--- src/rtl/holy_clint_pkg.sv ---
// ============================================================================
// Module      : holy_clint_pkg
// Description : Shared offsets, response codes, state types and helpers for
//               the Holy Core CLINT.
// Revision    : 1.0 - initial release
// ============================================================================
`default_nettype none

package holy_clint_pkg;

  localparam logic [31:0] CLINT_MSIP_OFF        = 32'h0000_0000;
  localparam logic [31:0] CLINT_MTIMECMP_LO_OFF = 32'h0000_4000;
  localparam logic [31:0] CLINT_MTIMECMP_HI_OFF = 32'h0000_4004;
  localparam logic [31:0] CLINT_MTIME_LO_OFF    = 32'h0000_BFF8;
  localparam logic [31:0] CLINT_MTIME_HI_OFF    = 32'h0000_BFFC;

  localparam logic [1:0] RESP_OKAY   = 2'b00;
  localparam logic [1:0] RESP_SLVERR = 2'b10;

  typedef enum logic [0:0] {
    W_IDLE = 1'b0,
    W_RESP = 1'b1
  } wr_state_e;

  typedef enum logic [0:0] {
    R_IDLE = 1'b0,
    R_DATA = 1'b1
  } rd_state_e;

  typedef enum logic [2:0] {
    SEL_MSIP        = 3'd0,
    SEL_MTIMECMP_LO = 3'd1,
    SEL_MTIMECMP_HI = 3'd2,
    SEL_MTIME_LO    = 3'd3,
    SEL_MTIME_HI    = 3'd4,
    SEL_NONE        = 3'd5
  } reg_sel_e;

  // Offset must already be masked to the decoded width with bits [1:0] cleared.
  function automatic reg_sel_e decode_offset(input logic [31:0] off);
    reg_sel_e sel;
    case (off)
      CLINT_MSIP_OFF:        sel = SEL_MSIP;
      CLINT_MTIMECMP_LO_OFF: sel = SEL_MTIMECMP_LO;
      CLINT_MTIMECMP_HI_OFF: sel = SEL_MTIMECMP_HI;
      CLINT_MTIME_LO_OFF:    sel = SEL_MTIME_LO;
      CLINT_MTIME_HI_OFF:    sel = SEL_MTIME_HI;
      default:               sel = SEL_NONE;
    endcase
    return sel;
  endfunction

  function automatic logic [31:0] merge_strb(input logic [31:0] old_word,
                                             input logic [31:0] new_word,
                                             input logic [3:0]  strb);
    logic [31:0] result;
    result = old_word;
    for (int i = 0; i < 4; i++) begin
      if (strb[i]) result[8*i +: 8] = new_word[8*i +: 8];
    end
    return result;
  endfunction

endpackage

`default_nettype wire

--- src/rtl/holy_clint_timer.sv ---
// ============================================================================
// Module      : holy_clint_timer
// Description : Prescaled 64-bit mtime with strobed bus-write override and
//               registered mtime >= mtimecmp comparator.
// Revision    : 1.0 - initial release
// ============================================================================
`default_nettype none

module holy_clint_timer
  import holy_clint_pkg::*;
#(
  parameter int PRESCALE = 1
) (
  input  logic        clk,
  input  logic        rst,
  input  logic        wr_lo,
  input  logic        wr_hi,
  input  logic [31:0] wr_data,
  input  logic [3:0]  wr_strb,
  input  logic [63:0] mtimecmp,
  output logic [63:0] mtime,
  output logic        timer_irq
);

  localparam logic [15:0] c_pre_last = 16'(PRESCALE - 1);

  logic [15:0] r_pre;
  logic        w_tick;
  logic [63:0] r_mtime;
  logic [63:0] w_mtime_next;
  logic        r_irq;

  assign w_tick = (r_pre == c_pre_last);

  always_ff @(posedge clk) begin
    if (rst) begin
      r_pre <= 16'd0;
    end else begin
      r_pre <= w_tick ? 16'd0 : r_pre + 16'd1;
    end
  end

  // A bus write swallows the tick; the untouched half keeps its old value.
  always_comb begin
    w_mtime_next = r_mtime;
    if (wr_lo || wr_hi) begin
      if (wr_lo) w_mtime_next[31:0]  = merge_strb(r_mtime[31:0], wr_data, wr_strb);
      if (wr_hi) w_mtime_next[63:32] = merge_strb(r_mtime[63:32], wr_data, wr_strb);
    end else if (w_tick) begin
      w_mtime_next = r_mtime + 64'd1;
    end
  end

  always_ff @(posedge clk) begin
    if (rst) begin
      r_mtime <= 64'd0;
      r_irq   <= 1'b0;
    end else begin
      r_mtime <= w_mtime_next;
      r_irq   <= (r_mtime >= mtimecmp);
    end
  end

  assign mtime     = r_mtime;
  assign timer_irq = r_irq;

endmodule

`default_nettype wire

--- src/rtl/holy_clint.sv ---
// ============================================================================
// Module      : holy_clint
// Description : AXI-Lite core-local interruptor (msip, mtime, mtimecmp).
//               Define HOLY_CLINT_MTIME_LATCH_EN for coherent 64-bit mtime reads.
// Revision    : 1.0 - initial release
// ============================================================================
`default_nettype none

module holy_clint
  import holy_clint_pkg::*;
#(
  parameter int ADDR_WIDTH = 16,
  parameter int PRESCALE   = 1
) (
  input  logic        clk,
  input  logic        rst,
  input  logic [31:0] s_axi_lite_awaddr,
  input  logic        s_axi_lite_awvalid,
  output logic        s_axi_lite_awready,
  input  logic [31:0] s_axi_lite_wdata,
  input  logic [3:0]  s_axi_lite_wstrb,
  input  logic        s_axi_lite_wvalid,
  output logic        s_axi_lite_wready,
  output logic [1:0]  s_axi_lite_bresp,
  output logic        s_axi_lite_bvalid,
  input  logic        s_axi_lite_bready,
  input  logic [31:0] s_axi_lite_araddr,
  input  logic        s_axi_lite_arvalid,
  output logic        s_axi_lite_arready,
  output logic [31:0] s_axi_lite_rdata,
  output logic [1:0]  s_axi_lite_rresp,
  output logic        s_axi_lite_rvalid,
  input  logic        s_axi_lite_rready,
  output logic        timer_irq,
  output logic        soft_irq
);

  localparam logic [31:0] c_addr_mask =
    32'((64'd1 << ADDR_WIDTH) - 64'd1) & 32'hFFFF_FFFC;

  wr_state_e   r_wstate;
  wr_state_e   w_wstate_next;
  rd_state_e   r_rstate;
  rd_state_e   w_rstate_next;

  logic        r_aw_held;
  logic        r_w_held;
  logic [31:0] r_awaddr;
  logic [31:0] r_wdata;
  logic [3:0]  r_wstrb;
  logic [1:0]  r_bresp;
  logic [31:0] r_rdata;
  logic [1:0]  r_rresp;
  logic [63:0] r_mtimecmp;
  logic        r_msip;
  logic        r_soft_irq;

  logic        w_aw_fire;
  logic        w_w_fire;
  logic        w_b_fire;
  logic        w_ar_fire;
  logic        w_r_fire;
  logic        w_commit;
  reg_sel_e    w_wsel;
  reg_sel_e    w_rsel;
  logic [31:0] w_rd_word;
  logic [63:0] w_mtime;

  assign s_axi_lite_awready = (r_wstate == W_IDLE) && !r_aw_held;
  assign s_axi_lite_wready  = (r_wstate == W_IDLE) && !r_w_held;
  assign s_axi_lite_bvalid  = (r_wstate == W_RESP);
  assign s_axi_lite_bresp   = r_bresp;
  assign s_axi_lite_arready = (r_rstate == R_IDLE);
  assign s_axi_lite_rvalid  = (r_rstate == R_DATA);
  assign s_axi_lite_rdata   = r_rdata;
  assign s_axi_lite_rresp   = r_rresp;
  assign soft_irq           = r_soft_irq;

  assign w_aw_fire = s_axi_lite_awvalid && s_axi_lite_awready;
  assign w_w_fire  = s_axi_lite_wvalid  && s_axi_lite_wready;
  assign w_b_fire  = s_axi_lite_bvalid  && s_axi_lite_bready;
  assign w_ar_fire = s_axi_lite_arvalid && s_axi_lite_arready;
  assign w_r_fire  = s_axi_lite_rvalid  && s_axi_lite_rready;
  assign w_commit  = (r_wstate == W_IDLE) && r_aw_held && r_w_held;

  assign w_wsel = decode_offset(r_awaddr & c_addr_mask);
  assign w_rsel = decode_offset(s_axi_lite_araddr & c_addr_mask);

  // ---------------- write channel ----------------
  always_ff @(posedge clk) begin
    if (rst) r_wstate <= W_IDLE;
    else     r_wstate <= w_wstate_next;
  end

  always_comb begin
    w_wstate_next = r_wstate;
    case (r_wstate)
      W_IDLE:  if (w_commit) w_wstate_next = W_RESP;
      W_RESP:  if (w_b_fire) w_wstate_next = W_IDLE;
      default: w_wstate_next = W_IDLE;
    endcase
  end

  always_ff @(posedge clk) begin
    if (rst) begin
      r_aw_held <= 1'b0;
      r_w_held  <= 1'b0;
      r_awaddr  <= 32'd0;
      r_wdata   <= 32'd0;
      r_wstrb   <= 4'd0;
      r_bresp   <= RESP_OKAY;
    end else begin
      if (w_aw_fire) begin
        r_awaddr  <= s_axi_lite_awaddr;
        r_aw_held <= 1'b1;
      end
      if (w_w_fire) begin
        r_wdata  <= s_axi_lite_wdata;
        r_wstrb  <= s_axi_lite_wstrb;
        r_w_held <= 1'b1;
      end
      if (w_commit) begin
        r_bresp <= (w_wsel == SEL_NONE) ? RESP_SLVERR : RESP_OKAY;
      end
      if (w_b_fire) begin
        r_aw_held <= 1'b0;
        r_w_held  <= 1'b0;
        r_bresp   <= RESP_OKAY;
      end
    end
  end

  always_ff @(posedge clk) begin
    if (rst) begin
      r_msip     <= 1'b0;
      r_soft_irq <= 1'b0;
      r_mtimecmp <= 64'hFFFF_FFFF_FFFF_FFFF;
    end else begin
      r_soft_irq <= r_msip;
      if (w_commit && (w_wsel == SEL_MSIP) && r_wstrb[0]) begin
        r_msip <= r_wdata[0];
      end
      if (w_commit && (w_wsel == SEL_MTIMECMP_LO)) begin
        r_mtimecmp[31:0] <= merge_strb(r_mtimecmp[31:0], r_wdata, r_wstrb);
      end
      if (w_commit && (w_wsel == SEL_MTIMECMP_HI)) begin
        r_mtimecmp[63:32] <= merge_strb(r_mtimecmp[63:32], r_wdata, r_wstrb);
      end
    end
  end

  holy_clint_timer #(
    .PRESCALE (PRESCALE)
  ) u_timer (
    .clk       (clk),
    .rst       (rst),
    .wr_lo     (w_commit && (w_wsel == SEL_MTIME_LO)),
    .wr_hi     (w_commit && (w_wsel == SEL_MTIME_HI)),
    .wr_data   (r_wdata),
    .wr_strb   (r_wstrb),
    .mtimecmp  (r_mtimecmp),
    .mtime     (w_mtime),
    .timer_irq (timer_irq)
  );

  // ---------------- read channel ----------------
`ifdef HOLY_CLINT_MTIME_LATCH_EN
  logic [31:0] r_mtime_hi_shadow;

  always_ff @(posedge clk) begin
    if (rst) begin
      r_mtime_hi_shadow <= 32'd0;
    end else if (w_ar_fire && (w_rsel == SEL_MTIME_LO)) begin
      r_mtime_hi_shadow <= w_mtime[63:32];
    end
  end
`endif

  // Reads see register state from before any same-cycle write commits.
  always_comb begin
    w_rd_word = 32'd0;
    case (w_rsel)
      SEL_MSIP:        w_rd_word = {31'd0, r_msip};
      SEL_MTIMECMP_LO: w_rd_word = r_mtimecmp[31:0];
      SEL_MTIMECMP_HI: w_rd_word = r_mtimecmp[63:32];
      SEL_MTIME_LO:    w_rd_word = w_mtime[31:0];
`ifdef HOLY_CLINT_MTIME_LATCH_EN
      SEL_MTIME_HI:    w_rd_word = r_mtime_hi_shadow;
`else
      SEL_MTIME_HI:    w_rd_word = w_mtime[63:32];
`endif
      default:         w_rd_word = 32'd0;
    endcase
  end

  always_ff @(posedge clk) begin
    if (rst) r_rstate <= R_IDLE;
    else     r_rstate <= w_rstate_next;
  end

  always_comb begin
    w_rstate_next = r_rstate;
    case (r_rstate)
      R_IDLE:  if (w_ar_fire) w_rstate_next = R_DATA;
      R_DATA:  if (w_r_fire)  w_rstate_next = R_IDLE;
      default: w_rstate_next = R_IDLE;
    endcase
  end

  always_ff @(posedge clk) begin
    if (rst) begin
      r_rdata <= 32'd0;
      r_rresp <= RESP_OKAY;
    end else if (w_ar_fire) begin
      r_rdata <= w_rd_word;
      r_rresp <= (w_rsel == SEL_NONE) ? RESP_SLVERR : RESP_OKAY;
    end
  end

endmodule

`default_nettype wire

--- config.mk ---
export PLATFORM = sky130hd
export DESIGN_NAME = holy_clint
export DESIGN_NICKNAME = d
export VERILOG_FILES = /design/src/rtl/holy_clint_pkg.sv /design/src/rtl/holy_clint_timer.sv /design/src/rtl/holy_clint.sv
export SDC_FILE = /design/constraint.sdc
export NUM_CORES = 1
export LEC_CHECK = 0
export ABC_CLOCK_PERIOD_IN_PS = 2700
export BUFFER_PORTS_ARGS = -buffer_cell sky130_fd_sc_hd__buf_2
export CAP_MARGIN = 20
export CORE_MARGIN = 2
export CORE_UTILIZATION = 54
export CTS_CLUSTER_DIAMETER = 100
export DETAILED_ROUTE_END_ITERATION = 16
export HOLD_SLACK_MARGIN = 0.12
export PLACE_DENSITY = 0.77
export SETUP_SLACK_MARGIN = 0.05
export SYNTH_ARGS = -nofsm -noshare
export SYNTH_HDL_FRONTEND = slang
export SYNTH_HIERARCHICAL = 1
export SYNTH_SLANG_ARGS = --single-unit
--- constraint.sdc ---
create_clock -name clk -period 2.7 [get_ports clk]
set_clock_uncertainty 0.05 [all_clocks]
set_input_delay 0.54 -clock clk [delete_from_list [all_inputs] [get_ports clk]]
set_output_delay 0.54 -clock clk [all_outputs]
set_load 0.02 [all_outputs]
==> summary.md, run 1 <==
| Metric | Value |
|---|---|
| DRT antenna net count | `0` |
| Run status | `completed` |
| Pwr dens | `~490 nW/um^2` |
| Worst-path cell chain | `ha_4, nand4_1, or3_4, or4_4, buf_4, nor2_4, nand3_1, a41o_1` |
| Pint | `6.071 mW` |
| Sum of buffers and inverters on the critical path | `1` |
| Global routing usage summed across all routing layers | `approximately 30%` |
| Leakage power | `a little under 8 nW` |
| Worst reg-to-reg setup slack | `between 80 and 90 ps` |
| Peak clock frequency supported by timing | `roughly 0.38 GHz` |
| Final number of max-transition violations | `0` |
| WL/cell | `between 15 and 20 um` |
| Top fanout value on the critical path | `7` |
| Synthesized area divided by synthesized cell count | `roughly 8 um^2` |
| Critical Path Source Type | `register` |
| Final critical path time including I/O delays and setup | `between 2000 and 3000 ps` |
| Total DRC errors in the routed layout | `0` |
| Final Net Count | `about 2,000` |
| Cell count after placement | `about 2,100` |
| Share of the cycle needed by the critical path after routing | `97.00%` |
| Core region area | `about 24,000 um^2` |
| Crit-path leading delay family | `simple AND/OR/NAND/NOR gates` |
| Number of enable-type register cells in the synthesized netlist | `0` |
| H-tree depth reported by CTS | `1` |
| Post-cts hold buffer count | `0` |
| Half-perimeter wire length after placement | `29,060 um` |
| CTS Buffer Depth | `3` |
| Initial core utilization | `54.86%` |
| Core Rows | `between 50 and 60` |
| Initial antenna violation count | `2` |
| Most used cells in the layout excluding fill and tap cells | `nand2_1, dfxtp_1, nor2_1` |
| Total vias in the final route | `13,210` |
| Reg clk slew, reported paths | `roughly 60 ps` |
| Clock power frac | `between 40 and 50%` |
| Overall die width | `161.2 um` |
| Die extent in y | `about 160 um` |
| Max-cap violations | `0` |
| Proportion of layout cells with a drive suffix above 1 | `around 19%` |
| Post-Synthesis Cells | `1,668` |
| Net load switching power | `about 1.8 mW` |
| Clock Sinks | `235` |
| Non-filler cells in the finished layout | `2,175` |
| Netlist cell types | `80` |
| Actual slew at the worst max-slew pin | `616.5 ps` |
| Yosys reg bits | `about 240` |
| Avg Vias per Cell | `6.073` |
| Power share of the sequential group | `a little under half` |
| P&R area growth vs syn | `19.24%` |
| Comb pwr share | `6.0%` |
| Min-delay worst type | `input pin to register` |
| Startpoint-to-endpoint class of the critical path | `register to register` |
| GRT overflow | `0` |
| Critical-path cell with the highest stage delay | `or4_4` |
| Final-report setup violation count | `0` |
| Setup repair after global routing missed its margin | `true` |
| Worst-skew pair later-pin latency | `540 ps` |
| Full die area | `roughly 26,000 um^2` |
| Count of TritonRoute iterations in the first routing pass | `7` |
| Peak ir drop on the vdd network | `0.0005189 V` |
| Data arrival time of the worst path | `roughly 3000 ps` |
| Asr flop ratio synth | `0%` |
| Num ports | `150` |
| Slew headroom | `about three fifths` |
| Crit path required time | `3080 ps` |
| Aggregate routed wire length | `40,130 um` |
| Number of warnings printed during yosys synthesis | `6` |
| Total clock buffers created by CTS | `26` |
| Most frequent standard cell in the layout excluding fill and tap cells | `nand2_1` |
| Worst hold margin | `~150 ps` |
| Final hold violation count | `0` |
| Number of buffers added on ports | `about 110` |
| Post-synthesis instance area | `approximately 13,000 um^2` |
| Iteration-0 DRC count of the detailed router | `between 1,000 and 1,500` |
| Largest net degree at the start of global routing | `111` |
| Dominant synthesized flop cell | `dfxtp_1` |
| CTS tree | `done` |
| Biggest cell delay along the critical path | `~620 ps` |
| Cell chosen for the clock root | `clkbuf_16` |
| Vias in the first global route | `12,480` |
| Fraction of power spent switching nets | `between 20% and 30%` |
| Portion of the post-synthesis area used by sequential elements | `roughly a third` |
| Wire length of the first global-routing pass | `between 60,000 and 70,000 um` |
| Kind of end point of the critical path | `register` |
| Last weighted congestion value of the routability-driven placer | `about 0.96` |
## power groups by stage
stage          Combinational (mW)  Clock, mW  Sequential (mW)
6_report                    0.471       3.80             3.61
5_1_grt                     0.519       4.00             3.61
4_1_cts                     0.470       3.85             3.60
3_5_place_dp                0.468          0             3.67
3_3_place_gp                0.457          0             3.67
2_1_floorplan               0.278          0             3.66
## sequential cells by signal, summed over array words and instances (netlist names), 4 cells and up
signal            count
r_wstrb               4
u_timer/r_pre        16
r_mtimecmp           64
r_awaddr             14
r_wdata              32
s_axi_lite_rdata     32
u_timer/mtime        64
## worst register-to-register path, stage by stage (launching register included)
cell     delay (ps)
dfxtp_4         370
ha_4            150
nand4_1         160
or3_4           480
or4_4           620
buf_4           180
nor2_4          150
nand3_1         110
a41o_1          240
## cell usage after synthesis, types with 9 or more instances
library cell	count	area share [%]
dfxtp_1	235	35
nand2_1	232	6.5
nor2_1	206	5.8
a21oi_1	158	5.9
mux2i_1	107	8.0
inv_1	81	2.3
clkbuf_1	71	2.0
o21ai_0	71	2.7
ha_1	67	6.3
nand3_1	48	1.8
nand4_1	35	1.6
mux2_2	34	2.9
nor4_1	22	1.0
a21o_1	21	1.2
nor3_1	19	0.71
o21ai_1	15	0.56
a22oi_1	14	0.79
or3_1	13	0.61
a211oi_1	12	0.68
and4_1	12	0.79
o22ai_1	11	0.52
o31ai_1	11	0.62
and2_1	10	0.47
and3_1	10	0.47
nand2b_1	9	0.42
## stage by stage
step	instance area [um^2]	utilization [%]	total power [mW]	setup TNS [ps]	worst slack, ps
final	15910	65.42	7.874	0	81.10
after floorplan	13370	-	3.938	0	62.03
after CTS	15740	64.71	7.920	0	44.12
after global routing	15910	65.40	8.132	-42.30	-42.30
after detailed placement	14790	60.83	4.142	0	42.18
after global placement	14790	60.83	4.130	0	99.84
## cells by family (layout without fill, tap and decap cells)
kind of cell	after synthesis	after routing	share of synthesized area (%)
simple gates	665	665	24.50
compound gates	380	380	17.37
flops	235	235	35.26
buf+inv	167	347	4.876
mux	141	141	10.90
fa+ha+maj	67	67	6.283
xor+xnor	12	12	0.7877
other cells	1	4	0.02811
## routing by layer
layer / GRT usage [%] / routed length, um
met2: 49.12 / 18310
met3: 4.212 / 3267
met5: 0 / 0
met1: 40.99 / 17300
met4: 10.15 / 1255
## worst paths after layout
path	cells after the start	endpoint	startpoint
worst max-delay path	8	u_timer/mtime[54]	u_timer/mtime[0]
worst min-delay path	2	s_axi_lite_rvalid	s_axi_lite_rready
worst max register to register	8	u_timer/mtime[54]	u_timer/mtime[0]
worst min register to register	2	s_axi_lite_rdata[22]	s_axi_lite_rdata[22]
## final cells by class
| type | instances | area, um^2 |
|---|---|---|
| timing repair buffer | 218 | 1435 |
| sequential | 235 | 4722 |
| clock buffer | 37 | 773.2 |
| fill | 2041 | 8409 |
| antenna | 2 | 5.005 |
| multi-input combinational | 1267 | 8110 |
| tap | 324 | 405.4 |
| clock inverter | 11 | 155.1 |
| inverter | 81 | 304.0 |
## repair_timing
item	4_1_cts	5_1_grt
pin swaps	0	12
endpoints found under the setup margin	2	57
setup buffers	0	9
gates resized for setup	2	31
endpoints found under the hold margin	0	0
Power figures use the tool's default switching activity.
==> run 2: changes to the inputs <==
Settings changed: PLACE_DENSITY 0.77 to 0.78, SETUP_SLACK_MARGIN 0.05 to default, SYNTH_HIERARCHICAL 1 to default.
==> run 2 against run 1 <==
Compared with the run above: synthesized cell count is 0.42% lower; sequential power about the same; core utilization is 0.12 points lower; cell count is 1.7% lower; combinational power decreased by 19%; total power down 0.54%; critical path depth unchanged.
==> summary.md, run 2 <==
| Metric | Value |
|---|---|
| Initial antenna violation count | `0` |
| Biggest cell delay along the critical path | `700 ps` |
| Wire length of the first global-routing pass | `about 66,000 um` |
| Kind of end point of the critical path | `register` |
| Crit path required time | `a little over 3000 ps` |
| WL/cell | `between 15 and 20 um` |
| Top cells by count, synth | `nand2_1, dfxtp_1, nand3_1, a21oi_1, o21ai_0` |
| Number of warnings printed during yosys synthesis | `0` |
| Core Rows | `56` |
| Post-Synthesis Cells | `between 1,500 and 2,000` |
| Proportion of layout cells with a drive suffix above 1 | `18.42%` |
| Fraction of power spent switching nets | `24.36%` |
| Critical-path cell with the highest stage delay | `or4_1` |
| Sum of buffers and inverters on the critical path | `2` |
| DRT antenna net count | `0` |
| Clock power frac | `roughly half` |
| Final-report setup violation count | `0` |
| Iteration-0 DRC count of the detailed router | `roughly 1,700` |
| P&R area growth vs syn | `18.24%` |
| Overall die width | `between 150 and 200 um` |
| Most frequent standard cell in the layout excluding fill and tap cells | `nand2_1` |
| Slew headroom | `between 40% and 50%` |
| Dominant synthesized flop cell | `dfxtp_1` |
| Vias in the first global route | `12,600` |
| Startpoint-to-endpoint class of the critical path | `register to register` |
| Cells taking the most area after synthesis | `dfxtp_1, nand2_1, ha_1, nand3_1, a21oi_1` |
| GRT overflow | `0` |
| Reg clk slew, reported paths | `around 70 ps` |
| CTS Buffer Depth | `3` |
| Netlist cell types | `80` |
| Worst-path cell chain | `nand4_1, or4_1, nor3_4, buf_12, buf_4, a21o_1, a21oi_1, a211oi_1` |
| Largest net degree at the start of global routing | `85` |
| Pint | `a little under 6 mW` |
| Worst-skew pair later-pin latency | `560 ps` |
| Filler Cells Inserted | `between 2,000 and 2,500` |
| Power share of the sequential group | `about 46%` |
| Crit-path leading delay family | `simple AND/OR/NAND/NOR gates` |
| Total clock buffers created by CTS | `26` |
| Clock Sinks | `235` |
| Placed cell areas | `approximately 14,000 um^2` |
| Top-area cell type share of the netlist area | `36.08%` |
| Synthesized area divided by synthesized cell count | `7.851 um^2` |
| Last weighted congestion value of the routability-driven placer | `roughly 0.98` |
| Full die area | `25,410 um^2` |
| Most used cells in the layout excluding fill and tap cells | `nand2_1, dfxtp_1, nand3_1` |
| Avg Vias per Cell | `roughly 6.3` |
| Fin area | `15,420 um^2` |
| Min-delay worst type | `input pin to register` |
| Yosys reg bits | `~240` |
| Worst r2r src | `r_awaddr[5]` |
| Run status | `completed` |
| Core region area | `about 24,000 um^2` |
| Final Net Count | `1,973` |
| Initial core utilization | `55.22%` |
| Critical Path Source Type | `register` |
| Actual slew at the worst max-slew pin | `752.9 ps` |
| H-tree depth reported by CTS | `1` |
| Final hold violation count | `0` |
| Cell chosen for the clock root | `clkbuf_16` |
| Peak ir drop on the vdd network | `between 0.0005 and 0.0006 V` |
| Total DRC errors in the routed layout | `0` |
| Portion of the post-synthesis area used by sequential elements | `36.08%` |
| Final critical path time including I/O delays and setup | `2546 ps` |
| Die extent in y | `~160 um` |
| Comb pwr share | `4.9%` |
| Pwr dens | `just over 500 nW/um^2` |
| Number of enable-type register cells in the synthesized netlist | `0` |
| Launching instance or port of the critical path | `r_awaddr[5]` |
| # diodes | `0` |
| Asr flop ratio synth | `0%` |
| Num ports | `150` |
| Setup repair after global routing missed its margin | `false` |
| Final number of max-transition violations | `0` |
| Aggregate routed wire length | `41,050 um` |
| Top fanout value on the critical path | `8` |
| Leakage power | `6.953 nW` |
| Post-synthesis instance area | `about 13,000 um^2` |
| Half-perimeter wire length after placement | `about 29,000 um` |
| Max-cap violations | `0` |
| Number of buffers added on ports | `111` |
| Source of the worst hold timing path | `s_axi_lite_wdata[20]` |
| Peak clock frequency supported by timing | `approximately 0.39 GHz` |
| Count of TritonRoute iterations in the first routing pass | `7` |
| Net load switching power | `about 1.9 mW` |
| Share of the cycle needed by the critical path after routing | `~94%` |
| Most instantiated library cell after synthesis | `nand2_1` |
| Post-synth top area cell | `dfxtp_1` |
| Total vias in the final route | `roughly 13,000` |
| Global routing usage summed across all routing layers | `31.52%` |
| CTS tree | `done` |
| Data arrival time of the worst path | `2960 ps` |
| Post-route setup TNS | `0 ps` |
run 2: changes by cell type after synthesis, sizes merged, moves of 10 or more:
cell	before	now
nand3	49	163
a22oi	14	1
nand2	240	291
a222oi	0	32
a211oi	12	28
nor2	207	73
clkbuf	71	83
a21oi	158	134
a21o	21	11
mux2i	107	13
run 2: timing repair:
item | 4_1_cts | 5_1_grt
setup buffers | 0 | 3
endpoints found under the hold margin | 1 | 0
setup endpoints to repair | 0 | 10
resized for setup | 0 | 4
hold buffers | 1 | 0
run 2: final timing paths:
kind              slack (ps)  depth (start not counted)             endpoint
setup / recovery         150                          8    u_timer.mtime[30]
hold reg to reg          400                          2  s_axi_lite_rdata[6]
hold / removal           160                          3          r_wdata[20]
setup reg to reg         150                          8    u_timer.mtime[30]
run 2: power groups by stage:
| stage | sequential, mW | clock, mW | combinational [mW] |
|---|---|---|---|
| 2_1_floorplan | 3.65 | 0 | 0.227 |
| 3_3_place_gp | 3.69 | 0 | 0.368 |
| 3_5_place_dp | 3.69 | 0 | 0.376 |
| 4_1_cts | 3.62 | 3.87 | 0.380 |
| 5_1_grt | 3.63 | 4.03 | 0.420 |
| 6_report | 3.62 | 3.82 | 0.383 |
run 2: layer usage:
metal	part of all wire, %	vias to the layer above	wire (um)	track usage [%]
met2	44	763	18190	49.47
met1	42	6286	17230	43.54
met5	0	-	0	0
met4	2.8	0	1135	10.12
li1	-	6352	-	-
met3	11	98	4483	6.408
run 2: logic make-up after synthesis:
logic type      share of synthesized area, %
simple gates                           26.87
buf+inv                                5.930
mux                                    3.416
compound gates                         20.58
flops                                  36.08
other cells                          0.02876
fa+ha+maj                              6.429
xor+xnor                              0.6716
run 2: layout make-up:
type | count | area (um^2) | area share (%)
clock buffers | 31 | 699.4 | 4.536
clock inverters | 17 | 229.0 | 1.485
inverters | 86 | 322.8 | 2.094
multi-input cells | 1234 | 7614 | 49.38
flip-flops and latches | 235 | 4706 | 30.52
well taps | 319 | 399.1 | 2.589
repair buffers | 216 | 1449 | 9.397
run 2: worst register-to-register path: stages, from the launching register on:
cell and delay, ps:
dfxtp_1 370, nand4_1 150, or4_1 700, nor3_4 260, buf_12 150, buf_4 120, a21o_1 270, a21oi_1 110
a211oi_1 270
run 2: per-stage QoR:
step | utilization (%) | worst slack [ps] | total power, mW | hold slack [ps] | std cells
floorplan | - | 378.9 | 3.879 | 399.0 | 1662
global placement | 61.13 | 206.2 | 4.060 | 380.2 | 2086
detailed placement | 61.13 | 159.0 | 4.070 | 388.9 | 2086
CTS | 65.11 | 8.426 | 7.869 | 148.3 | 2135
global route | 65.30 | 35.52 | 8.073 | 161.1 | 2138
finish | 65.30 | 154.1 | 7.831 | 162.8 | 2138
==> run 3: changes to the inputs <==
Settings changed: CELL_PAD_IN_SITES_DETAIL_PLACEMENT from default to 0, CELL_PAD_IN_SITES_GLOBAL_PLACEMENT from default to 2, CORE_UTILIZATION 54 to 31, PLACE_DENSITY 0.78 to 0.76.
==> run 3 against run 2 <==
Compared with the run above: combinational power rose by 6.0%; die area rose by 72%; via count fell by 2.7%; flip-flop and latch count did not move; cell count rose by 11%; total power rose by 9.2%; non-clock buffer count rose by 13; sequential share of layout area fell by 1.2 points; clock-buffer cell count rose by 5; first-iteration DRC count fell by 36%.
==> summary.md, run 3 (synthesis results as in run 2) <==
| Metric | Value |
|---|---|
| Run status | `completed` |
| Final hold violation count | `0` |
| WHS Path Cells | `3` |
| Wire length of the first global-routing pass | `74,570 um` |
| Critical Path Source Type | `register` |
| Cell chosen for the clock root | `clkbuf_16` |
| Total clock buffers created by CTS | `30` |
| Final critical path time including I/O delays and setup | `roughly 2500 ps` |
| Global routing usage summed across all routing layers | `21.58%` |
| FF-to-FF End | `u_timer.mtime[62]` |
| CTS tree | `done` |
| Worst r2r src | `u_timer.mtime[0]` |
| Aggregate routed wire length | `47,830 um` |
| Peak clock frequency supported by timing | `0.3924 GHz` |
| Total power consumption of the routed design | `between 8 and 9 mW` |
| Vias in the first global route | `12,750` |
| Number of buffers inserted by post-CTS setup repair | `0` |
| Filler Cells Inserted | `around 4,400` |
| Setup repair after global routing missed its margin | `false` |
| Overall die width | `roughly 210 um` |
| Placed cell areas | `~15,000 um^2` |
| Data arrival time of the worst path | `3020 ps` |
| Worst reg-to-reg setup slack | `around 150 ps` |
| Number of cells traversed by the worst register-to-register path | `7` |
| Total vias in the final route | `around 13,000` |
| Crit path required time | `around 3200 ps` |
| Die extent in y | `approximately 210 um` |
| Initial core utilization | `between 30% and 40%` |
| Actual slew at the worst max-slew pin | `around 800 ps` |
| Kind of end point of the critical path | `register` |
| Fraction of power spent switching nets | `approximately a quarter` |
| Initial antenna violation count | `3` |
| Max-cap violations | `0` |
| Final-report setup violation count | `0` |
| Non-filler cells in the finished layout | `between 2,000 and 2,500` |
| Iteration-0 DRC count of the detailed router | `1,104` |
| Number of buffers added on ports | `about 110` |
| Reg clk slew, reported paths | `approximately 60 ps` |
| Net load switching power | `slightly above 2 mW` |
| Comb pwr share | `~4.8%` |
| Full die area | `43,720 um^2` |
| Post-route setup TNS | `0 ps` |
| Min-delay worst type | `input pin to register` |
| CTS Buffer Depth | `3` |
| Avg Vias per Cell | `5.517` |
| P&R area growth vs syn | `22.92%` |
| Last weighted congestion value of the routability-driven placer | `0.8642` |
| Share of the cycle needed by the critical path after routing | `between 90% and 100%` |
| Count of TritonRoute iterations in the first routing pass | `8` |
| Power share of the sequential group | `42.3%` |
| Fin area | `between 15,000 and 20,000 um^2` |
| DRT antenna net count | `0` |
| Core Rows | `75` |
| Peak ir drop on the vdd network | `between 0.0005 and 0.0006 V` |
| Source of the worst hold timing path | `s_axi_lite_wdata[9]` |
| Leakage power | `just over 7 nW` |
| H-tree depth reported by CTS | `1` |
| WL/cell | `approximately 20 um` |
| Pint | `approximately 6.5 mW` |
| Pwr dens | `533.4 nW/um^2` |
| Terminating pin of the worst hold path | `r_wdata[9]` |
| Startpoint-to-endpoint class of the critical path | `register to register` |
| Most frequent standard cell in the layout excluding fill and tap cells | `nand2_1` |
| Most used cells in the layout excluding fill and tap cells | `nand2_1, dfxtp_1, nand3_1` |
| Clock power frac | `between 50 and 60%` |
| Final number of max-transition violations | `0` |
| Proportion of layout cells with a drive suffix above 1 | `19.17%` |
| Top fanout value on the critical path | `6` |
| Slew headroom | `approximately 47%` |
| Largest net degree at the start of global routing | `92` |
| Half-perimeter wire length after placement | `about 35,000 um` |
| Core region area | `41,760 um^2` |
| Clock Sinks | `~240` |
| Total DRC errors in the routed layout | `0` |
| Cell count after placement | `2,319` |
| Num ports | `150` |
| Worst-skew pair later-pin latency | `a little under 600 ps` |
| GRT overflow | `0` |
| Final Net Count | `between 1,500 and 2,000` |
## run 3: cell types whose count changed in the layout (fill, tap and decap cells not counted), moves of 2 or more
cell           change
clkbuf_16          +4
clkbuf_8           +2
inv_6              -2
clkinvlp_4         -2
buf_4              +8
dlygate4sd3_1      +3
bufinv_16          +3
clkinv_2           +5
buf_12             +2
## run 3: per-stage QoR
stage / util, % / hold slack, ps / setup WS, ps
after floorplan: - / 399.0 / 378.9
after global placement: 35.56 / 385.9 / 171.3
after detailed placement: 35.56 / 391.2 / 149.4
after CTS: 38.36 / 120.8 / 142.2
after global routing: 38.38 / 143.9 / 21.93
final: 38.39 / 147.7 / 151.4
## run 3: how the worst max path moves through the flow
stage | start | cells past startpoint | slack (ps) | to
floorplan | u_timer.mtime[0] | 7 | 380 | u_timer.mtime[62]
global placement | r_awaddr[8] | 6 | 170 | u_timer.mtime[38]
detailed placement | r_awaddr[8] | 6 | 150 | u_timer.mtime[38]
CTS | r_awaddr[8] | 6 | 140 | u_timer.mtime[38]
global route | u_timer.mtime[0] | 7 | 20 | u_timer.mtime[62]
finish | u_timer.mtime[0] | 7 | 150 | u_timer.mtime[62]
## run 3: timing repair
item	in CTS	in global routing
hold buffers	4	0
gates resized for setup	0	1
endpoints found under the hold margin	4	0
setup endpoints to repair	0	1
## run 3: layout make-up
type                    count  area [um^2]  area share, %
clock inverters            20        302.8          1.889
diodes                      1        2.502        0.01561
clock buffers              36        823.3          5.136
multi-input cells        1235         7620          47.54
inverters                  86        322.8          2.014
flip-flops and latches    235         4705          29.35
well taps                 539        674.4          4.207
repair buffers            229         1579          9.851
## run 3: power by group through the flow
stage	clock (mW)	combinational [mW]	sequential (mW)
after floorplan	0	0.227	3.65
after global placement	0	0.401	3.69
after detailed placement	0	0.404	3.70
after CTS	4.64	0.409	3.62
after global routing	4.77	0.450	3.63
final	4.52	0.406	3.62
## run 3: critical path, stage by stage (launching register included)
cell      delay [ps]
dfxtp_1          430
ha_1             240
nand3_1          270
nor4_4           410
nand3_2          130
or4_1            530
a221oi_1         260
o21a_1           170
## run 3: metal layers
| layer | routed length [um] | GRT usage (%) |
|---|---|---|
| met5 | 7 | 0 |
| met4 | 906 | 4.507 |
| met3 | 2953 | 3.336 |
| met2 | 20830 | 33.82 |
| met1 | 23130 | 31.24 |
